## src/rtl/dmem_arb_pkg.sv

```systemverilog
// Shared types for the data-memory arbiter: FSM state encoding and port ids.
// Pure declarations, no logic, no latency.
// No flow control here; the arbiter and the picker import these names.
package dmem_arb_pkg;

  // Access sequencer states, 2-bit encoded
  typedef enum logic [1:0] {
    ST_IDLE  = 2'd0,
    ST_ISSUE = 2'd1,
    ST_WAIT  = 2'd2,
    ST_RESP  = 2'd3
  } arb_state_e;

  // Requester ids; also the encoding of the last-grant bit
  localparam logic PORT_CPU = 1'b0;
  localparam logic PORT_AUX = 1'b1;

endpackage

```

## src/rtl/dmem_arb_rr.sv

```systemverilog
// 2-way round-robin picker: chooses which requester owns the next access.
// Purely combinational, zero latency.
// No backpressure; the caller only samples the result while idle.
module dmem_arb_rr
  import dmem_arb_pkg::*;
(
  input  logic [1:0] req,
  input  logic       last_gnt,
  output logic       gnt_valid,
  output logic       gnt_id
);

  // A lone requester always wins; a tie goes to whoever did not win last time
  always_comb begin
    gnt_valid = |req;
    gnt_id    = PORT_CPU;
    if (req == 2'b11) begin
      gnt_id = ~last_gnt;
    end else if (req[1]) begin
      gnt_id = PORT_AUX;
    end
  end

endmodule

```

## src/rtl/dmem_arbiter.sv

```systemverilog
// Shares the data_mem port between the CPU (port 0) and an aux master (port 1), one access at a time.
// Latency: request sampled in IDLE at edge N gives ready in cycle N+3, plus 1 per mem_busy cycle.
// Backpressure: requesters hold req until ready; mem_busy holds WAIT, which a watchdog bounds. Optional counters: DMEM_ARB_STATS_EN.
module dmem_arbiter
  import dmem_arb_pkg::*;
#(
  parameter int ADDR_W   = 32,
  parameter int DATA_W   = 32,
  parameter int WDOG_W   = 8,
  parameter int MAX_WAIT = 200
) (
  input  logic              clk,
  input  logic              rst_n,
  // CPU port
  input  logic              cpu_req,
  input  logic              cpu_we,
  input  logic [ADDR_W-1:0] cpu_addr,
  input  logic [DATA_W-1:0] cpu_wdata,
  input  logic [2:0]        cpu_mask,
  output logic              cpu_ready,
  output logic [DATA_W-1:0] cpu_rdata,
  output logic              cpu_stall,
  // aux port
  input  logic              aux_req,
  input  logic              aux_we,
  input  logic [ADDR_W-1:0] aux_addr,
  input  logic [DATA_W-1:0] aux_wdata,
  input  logic [2:0]        aux_mask,
  output logic              aux_ready,
  output logic [DATA_W-1:0] aux_rdata,
  // completion status
  output logic              err,
  // data_mem side
  output logic [ADDR_W-1:0] mem_addr,
  output logic [DATA_W-1:0] mem_wdata,
  output logic              mem_memread,
  output logic              mem_memwrite,
  output logic [2:0]        mem_mask,
  input  logic [DATA_W-1:0] mem_rdata,
  input  logic              mem_busy
`ifdef DMEM_ARB_STATS_EN
  ,
  output logic [15:0]       gnt_cnt0,
  output logic [15:0]       gnt_cnt1,
  output logic [7:0]        abort_cnt
`endif
);

  localparam logic [WDOG_W-1:0] WDOG_LIMIT = WDOG_W'(MAX_WAIT);

  arb_state_e        r_state;
  arb_state_e        w_next_state;

  logic              r_last_gnt;
  logic              r_win;
  logic              r_we;
  logic [ADDR_W-1:0] r_addr;
  logic [DATA_W-1:0] r_wdata;
  logic [2:0]        r_mask;
  logic [WDOG_W-1:0] r_wdog;
  logic              r_abort;
  logic [DATA_W-1:0] r_cpu_rdata;
  logic [DATA_W-1:0] r_aux_rdata;

  logic [1:0]        w_req;
  logic              w_gnt_valid;
  logic              w_gnt_id;
  logic              w_grant;
  logic              w_strobe;
  logic              w_resp;
  logic              w_wdog_hit;
  logic              w_capture;

  assign w_req      = {aux_req, cpu_req};
  assign w_wdog_hit = (r_wdog == WDOG_LIMIT);

  dmem_arb_rr u_rr (
    .req       (w_req),
    .last_gnt  (r_last_gnt),
    .gnt_valid (w_gnt_valid),
    .gnt_id    (w_gnt_id)
  );

  // State register; reset drops straight to IDLE so strobes fall without waiting for a clock
  always_ff @(posedge clk or negedge rst_n) begin
    if (!rst_n) begin
      r_state <= ST_IDLE;
    end else begin
      r_state <= w_next_state;
    end
  end

  // Next-state decode plus the per-state strobe/response qualifiers
  always_comb begin
    w_next_state = r_state;
    w_grant      = 1'b0;
    w_strobe     = 1'b0;
    w_resp       = 1'b0;
    w_capture    = 1'b0;
    case (r_state)
      ST_IDLE: begin
        if (w_gnt_valid) begin
          w_grant      = 1'b1;
          w_next_state = ST_ISSUE;
        end
      end
      ST_ISSUE: begin
        w_strobe     = 1'b1;
        w_next_state = ST_WAIT;
      end
      ST_WAIT: begin
        w_strobe = 1'b1;
        // Completion wins over the watchdog if both happen in the same cycle
        if (!mem_busy) begin
          w_capture    = ~r_we;
          w_next_state = ST_RESP;
        end else if (w_wdog_hit) begin
          w_next_state = ST_RESP;
        end
      end
      ST_RESP: begin
        w_resp       = 1'b1;
        w_next_state = ST_IDLE;
      end
      default: begin
        w_next_state = ST_IDLE;
      end
    endcase
  end

  // Latch the winner's command at the grant edge; later input changes cannot disturb it
  always_ff @(posedge clk or negedge rst_n) begin
    if (!rst_n) begin
      r_last_gnt <= PORT_AUX;
      r_win      <= PORT_CPU;
      r_we       <= 1'b0;
      r_addr     <= '0;
      r_wdata    <= '0;
      r_mask     <= '0;
    end else if (w_grant) begin
      r_last_gnt <= w_gnt_id;
      r_win      <= w_gnt_id;
      if (w_gnt_id == PORT_AUX) begin
        r_we    <= aux_we;
        r_addr  <= aux_addr;
        r_wdata <= aux_wdata;
        r_mask  <= aux_mask;
      end else begin
        r_we    <= cpu_we;
        r_addr  <= cpu_addr;
        r_wdata <= cpu_wdata;
        r_mask  <= cpu_mask;
      end
    end
  end

  // Watchdog: cleared on issue, counts busy cycles in WAIT, stops at the limit and flags an abort
  always_ff @(posedge clk or negedge rst_n) begin
    if (!rst_n) begin
      r_wdog  <= '0;
      r_abort <= 1'b0;
    end else if (r_state == ST_ISSUE) begin
      r_wdog  <= '0;
      r_abort <= 1'b0;
    end else if (r_state == ST_WAIT && mem_busy) begin
      if (w_wdog_hit) begin
        r_abort <= 1'b1;
      end else begin
        r_wdog <= r_wdog + WDOG_W'(1);
      end
    end
  end

  // Read data lands only in the winner's register and only for reads that really completed
  always_ff @(posedge clk or negedge rst_n) begin
    if (!rst_n) begin
      r_cpu_rdata <= '0;
      r_aux_rdata <= '0;
    end else if (w_capture) begin
      if (r_win == PORT_AUX) begin
        r_aux_rdata <= mem_rdata;
      end else begin
        r_cpu_rdata <= mem_rdata;
      end
    end
  end

  assign mem_addr     = r_addr;
  assign mem_wdata    = r_wdata;
  assign mem_mask     = r_mask;
  assign mem_memread  = w_strobe & ~r_we;
  assign mem_memwrite = w_strobe & r_we;

  assign cpu_ready = w_resp & (r_win == PORT_CPU);
  assign aux_ready = w_resp & (r_win == PORT_AUX);
  assign err       = w_resp & r_abort;
  assign cpu_rdata = r_cpu_rdata;
  assign aux_rdata = r_aux_rdata;
  // Used upstream to gate the processor clock while its access is pending
  assign cpu_stall = cpu_req & ~cpu_ready;

`ifdef DMEM_ARB_STATS_EN
  logic [15:0] r_gnt_cnt0;
  logic [15:0] r_gnt_cnt1;
  logic [7:0]  r_abort_cnt;

  // Saturating per-port completion and abort counters, advanced once per response cycle
  always_ff @(posedge clk or negedge rst_n) begin
    if (!rst_n) begin
      r_gnt_cnt0  <= '0;
      r_gnt_cnt1  <= '0;
      r_abort_cnt <= '0;
    end else if (w_resp) begin
      if (r_win == PORT_CPU && r_gnt_cnt0 != 16'hFFFF) begin
        r_gnt_cnt0 <= r_gnt_cnt0 + 16'd1;
      end
      if (r_win == PORT_AUX && r_gnt_cnt1 != 16'hFFFF) begin
        r_gnt_cnt1 <= r_gnt_cnt1 + 16'd1;
      end
      if (r_abort && r_abort_cnt != 8'hFF) begin
        r_abort_cnt <= r_abort_cnt + 8'd1;
      end
    end
  end

  assign gnt_cnt0  = r_gnt_cnt0;
  assign gnt_cnt1  = r_gnt_cnt1;
  assign abort_cnt = r_abort_cnt;
`endif

endmodule

```

## config.mk

```make
export PLATFORM = sky130hd
export DESIGN_NAME = dmem_arbiter
export DESIGN_NICKNAME = d
export VERILOG_FILES = /design/src/rtl/dmem_arb_pkg.sv /design/src/rtl/dmem_arb_rr.sv /design/src/rtl/dmem_arbiter.sv
export SDC_FILE = /design/constraint.sdc
export NUM_CORES = 1
export LEC_CHECK = 0
export ABC_AREA = 1
export BUFFER_PORTS_ARGS = -buffer_cell sky130_fd_sc_hd__buf_2
export CORE_MARGIN = 2
export CORE_UTILIZATION = 45
export DETAILED_ROUTE_END_ITERATION = 10
export GPL_ROUTABILITY_DRIVEN = 0
export GPL_TIMING_DRIVEN = 0
export PLACE_DENSITY = 0.77
export SETUP_SLACK_MARGIN = 0.05
export SYNTH_ARGS = -nofsm -noshare
export SYNTH_HDL_FRONTEND = slang
export SYNTH_SLANG_ARGS = --single-unit
```

## constraint.sdc

```tcl
create_clock -name clk -period 3.6 [get_ports clk]
set_input_delay 0.36 -clock clk [delete_from_list [all_inputs] [get_ports clk]]
set_output_delay 0.36 -clock clk [all_outputs]
set_load 0.05 [all_outputs]
```

==> results by stage <==
Layout:
- The synthesis-to-finish area growth is 38.8%.
- Across the whole layout, storage elements account for ~3600 µm².
- The multi-input logic area is around 2200 µm².
- The fraction of layout instances using a drive strength above 1 is 0.354.
- The count of cells in the finished layout, fillers not included, comes to 1255.
- The layout filler cell count is ~1200.
- At the end of the flow, the number of nets in the layout was roughly 1200.

Global routing:
- Across every metal layer, demand over resource in global routing totals 0.261.
- The number of global-route vias before repair is a little under 6000.
- The wire length of the first global-routing pass is between 20 and 30 mm.
- The initial antenna violation count is 1.
- The total global routing overflow is 0.
- The largest net degree at the start of global routing is between 70 and 80.

Floorplan:
- The initial utilization of the core area, before any placement, comes to 0.457.
- In this run the standard cell core region covers about 14000 µm².
- The die extent in y is 122 µm.
- The initialized floorplan defines 43 standard-cell rows.
- The horizontal die dimension is roughly 120 µm.
- The floorplan step defined a die boundary enclosing 14900 µm².
- 310 I/O pins were placed.

Synth:
- By count the netlist is led by 231 x nand2_1, 144 x dfrtp_1, 87 x nor2_1.
- The share of async-settable or async-resettable flops after synthesis is 1.00.
- For this run, the register share of the synthesized area comes to 0.579.
- Counting every net in the synthesized netlist gives 910.
- The count of different cell masters after synthesis is 24.
- Dividing the synthesized area by the synthesized cell count gives about 8.6 µm².
- The largest area contributor in the netlist is dfrtp_1.
- The fraction of post-synthesis cell area in the top cell type by area is 0.575.
- The post-synthesis instance total is approximately 730.
- The Yosys warning count is 0.
- Among all cell types in the netlist, the one instantiated most often is nand2_1.
- The mapped netlist covers ~6300 µm².
- The count of flip-flops with a built-in enable after synthesis is 0.
- Counting flops and latches in the post-synthesis netlist gives between 100 and 150.
- The prevailing post-synth register cell is dfrtp_1.
- By area the synthesized netlist is led by dfrtp_1 58%, nand2_1 14%, a31oi_1 6.8%, o21ai_0 5.4%, nor2_1 5.2%.

Detailed routing:
- The first-pass detailed-route iteration total is 5.
- Using the TritonRoute via totals, the vias-per-cell ratio works out to between 4 and 5.
- After detailed routing, the average wire length per cell comes to ~15 µm.
- The number of DRC violations after detailed-routing iteration 0 is between 300 and 400.
- The total length of routed met3 wires is roughly 1.8 mm.
- In this run the top signal layer used is met4.
- The total length of routed met2 wires is between 9 and 10 mm.
- Wires add up to roughly 19 mm.
- The residual antenna-violating net count after detailed routing is 0.
- The met1 wire length is 7.26 mm.
- The post-detailed-route DRC marker count is 0.
- The overall via count from detail_route is ~6200.

Power and ir drop:
- For this design the ratio of total power to cell area is roughly 1100 nW/µm².
- Summed over all cells, the static leakage comes to roughly 4.7 nW.
- The worst-case IR drop observed on VDD is ~0.00064 V.

STA:
- The number of max-slew violations in the final report is 0.
- The post-route clock skew is between 0.009 and 0.01 ns.
- Of the available clock period, the critical path in the final layout requires 0.557.
- The worst hold slack across all endpoints is approximately 0.18 ns.
- The final worst-path setup slack is around 1.6 ns.
- The worst slew margin relative to its limit is 0.571.
- Derived from the worst setup path, the maximum achievable clock frequency is 0.498 GHz.
- The setup violation total in the final timing report is 0.
- The setup TNS is 0 ns.
- The final critical path time including I/O delays and setup is about 2 ns.
- Setup repair after global routing left no endpoint under its margin.
- The slew of the pin with the lowest slew margin is about 0.64 ns.
- The final hold violation count is 0.

Critical path:
- The startpoint-to-endpoint class of the critical path is reg -> out.
- Data on the critical path arrives at its endpoint at 1.65 ns.
- The worst setup path is launched from a flip-flop.
- The endpoint class of the critical path is an output pin.
- The required time of the critical path is approximately 3.2 ns.
- In this run the register-to-register setup slack is ~1.8 ns.
- The startpoint of the lowest-slack register-to-register path is r_state[0].
- In this run the worst path has a maximum fanout of 4.
- The worst flop-to-flop path endpoint is mem_wdata[9].
- The path depth of the worst reg2reg path is 7.

Run:
- Across the run, the number of max-cap violations was 0.

CTS:
- After clock tree synthesis, the clock-pin slew on the worst setup and hold paths is approximately 0.060 ns.
- After clock tree synthesis, the setup repair step added 0 buffers.
- At the later pin of the worst-skew pair, clock insertion delay measures 0.42 ns.
- The TritonCTS clock tree is done.
- Clock tree synthesis found a total of between 100 and 150 sinks.
- The quantity of gates resized following cts is 0.
- The maximum level of the CTS H-tree is 4.
- The number of CTS-inserted buffers is 17.
- The root buffer cell chosen for the clock tree is clkbuf_16.
- The longest clock path from root to sink contains 2 buffers.

Run status:
- The run finished with clean final reports.

Min path:
- The min-delay analysis places its worst path in the category in -> reg.
- The worst hold path passes through 3 cells.
- The hold path startpoint is aux_wdata[21].
- The worst hold endpoint is mem_wdata[21].

Placement:
- The half-perimeter wire length after detailed placement is ~15 mm.
- The pre-CTS setup slack is between 1.5 and 2 ns.
- The number of port buffers is approximately 310.
- Including well taps, the total number of placed cells is about 1200.
cells by family (layout without fill, tap and decap cells):
logic type / after synthesis / in the layout / synth area share
other cells: 0 / 1 / 0
buf+inv: 96 / 439 / 0.0681
compound gates: 146 / 146 / 0.131
xor+xnor: 1 / 1 / 0.00140
simple gates: 337 / 337 / 0.208
fa+ha+maj: 6 / 6 / 0.0120
flops: 145 / 145 / 0.579
sequential cells by signal (all words and copies together), names as in the netlist:
name        flops
r_last_gnt      1
r_win           1
r_we            1
r_abort         1
r_state         2
cpu_rdata      32
aux_rdata      32
mem_mask        3
r_wdog          8
mem_addr       32
mem_wdata      32
timing repair:
action / CTS / global route
setup endpoints to repair: 0 / 0
hold endpoints to repair: 69 / 0
hold buffers: 1 / 0
area by class of cell:
type	count	share of cell area
Sequential cell	145	0.417
Multi-Input combinational cell	490	0.254
Timing Repair Buffer	311	0.183
Clock buffer	21	0.0529
Tap cell	180	0.0259
Buffer	42	0.0258
Inverter	54	0.0233
Clock inverter	11	0.0177
Antenna cell	1	0.000288
critical path: stages, from the launching register on:
cell	delay (ns)
dfrtp_1	0.40
inv_1	0.08
ha_1	0.33
nand2_1	0.06
inv_1	0.08
buf_2	0.27
worst max-delay path by stage:
| stage | from | endpoint | slack (ns) | depth (start not counted) |
|---|---|---|---|---|
| after CTS | r_state[1] | mem_memwrite | 1.57 | 5 |
| after global placement | rst_n | mem_addr[4] | 0.13 | 1 |
| after detailed placement | r_state[0] | mem_addr[20] | 1.86 | 7 |
| final | r_state[1] | mem_memwrite | 1.59 | 5 |
| after floorplan | r_state[1] | cpu_stall | 1.53 | 4 |
| after global routing | r_state[1] | mem_memwrite | 1.48 | 5 |
metal layers:
metal | global-route usage | up-vias
li1 | - | 3027
met3 | 0.0852 | 45
met2 | 0.445 | 280
met5 | 0 | -
met1 | 0.295 | 2834
met4 | 0.123 | 0
layout by cell type (no fill, tap or decap), types with 2 or more instances in the layout:
cell / count
a21oi_1: 2
a31oi_1: 68
buf_2: 334
buf_4: 5
buf_6: 3
bufinv_16: 3
clkbuf_1: 11
clkbuf_16: 17
clkbuf_8: 2
clkinv_4: 3
clkinvlp_4: 2
dfrtp_1: 144
ha_1: 6
inv_1: 52
inv_6: 2
nand2_1: 231
nand2_2: 2
nand3_1: 13
nand3_2: 2
nor2_1: 87
o21ai_0: 67
o21ai_1: 7
power breakdown:
part / switching, mW / internal, mW / leakage (nW)
registers: 0.406 / 2.41 / 1.74
logic: 4.11 / 1.19 / 2.62
clock network: 0.695 / 1.13 / 0.294
total: 5.21 / 4.73 / 4.65
stage by stage:
step           power, mW   util  instance area, µm²
2_1_floorplan       6.72      -                6260
3_3_place_gp        8.05  0.586                8040
3_5_place_dp        8.15  0.588                8070
4_1_cts             9.99  0.634                8690
5_1_grt             10.5  0.634                8700
6_report            9.94  0.634                8700
No activity file was read; power rests on OpenSTA's default activity.
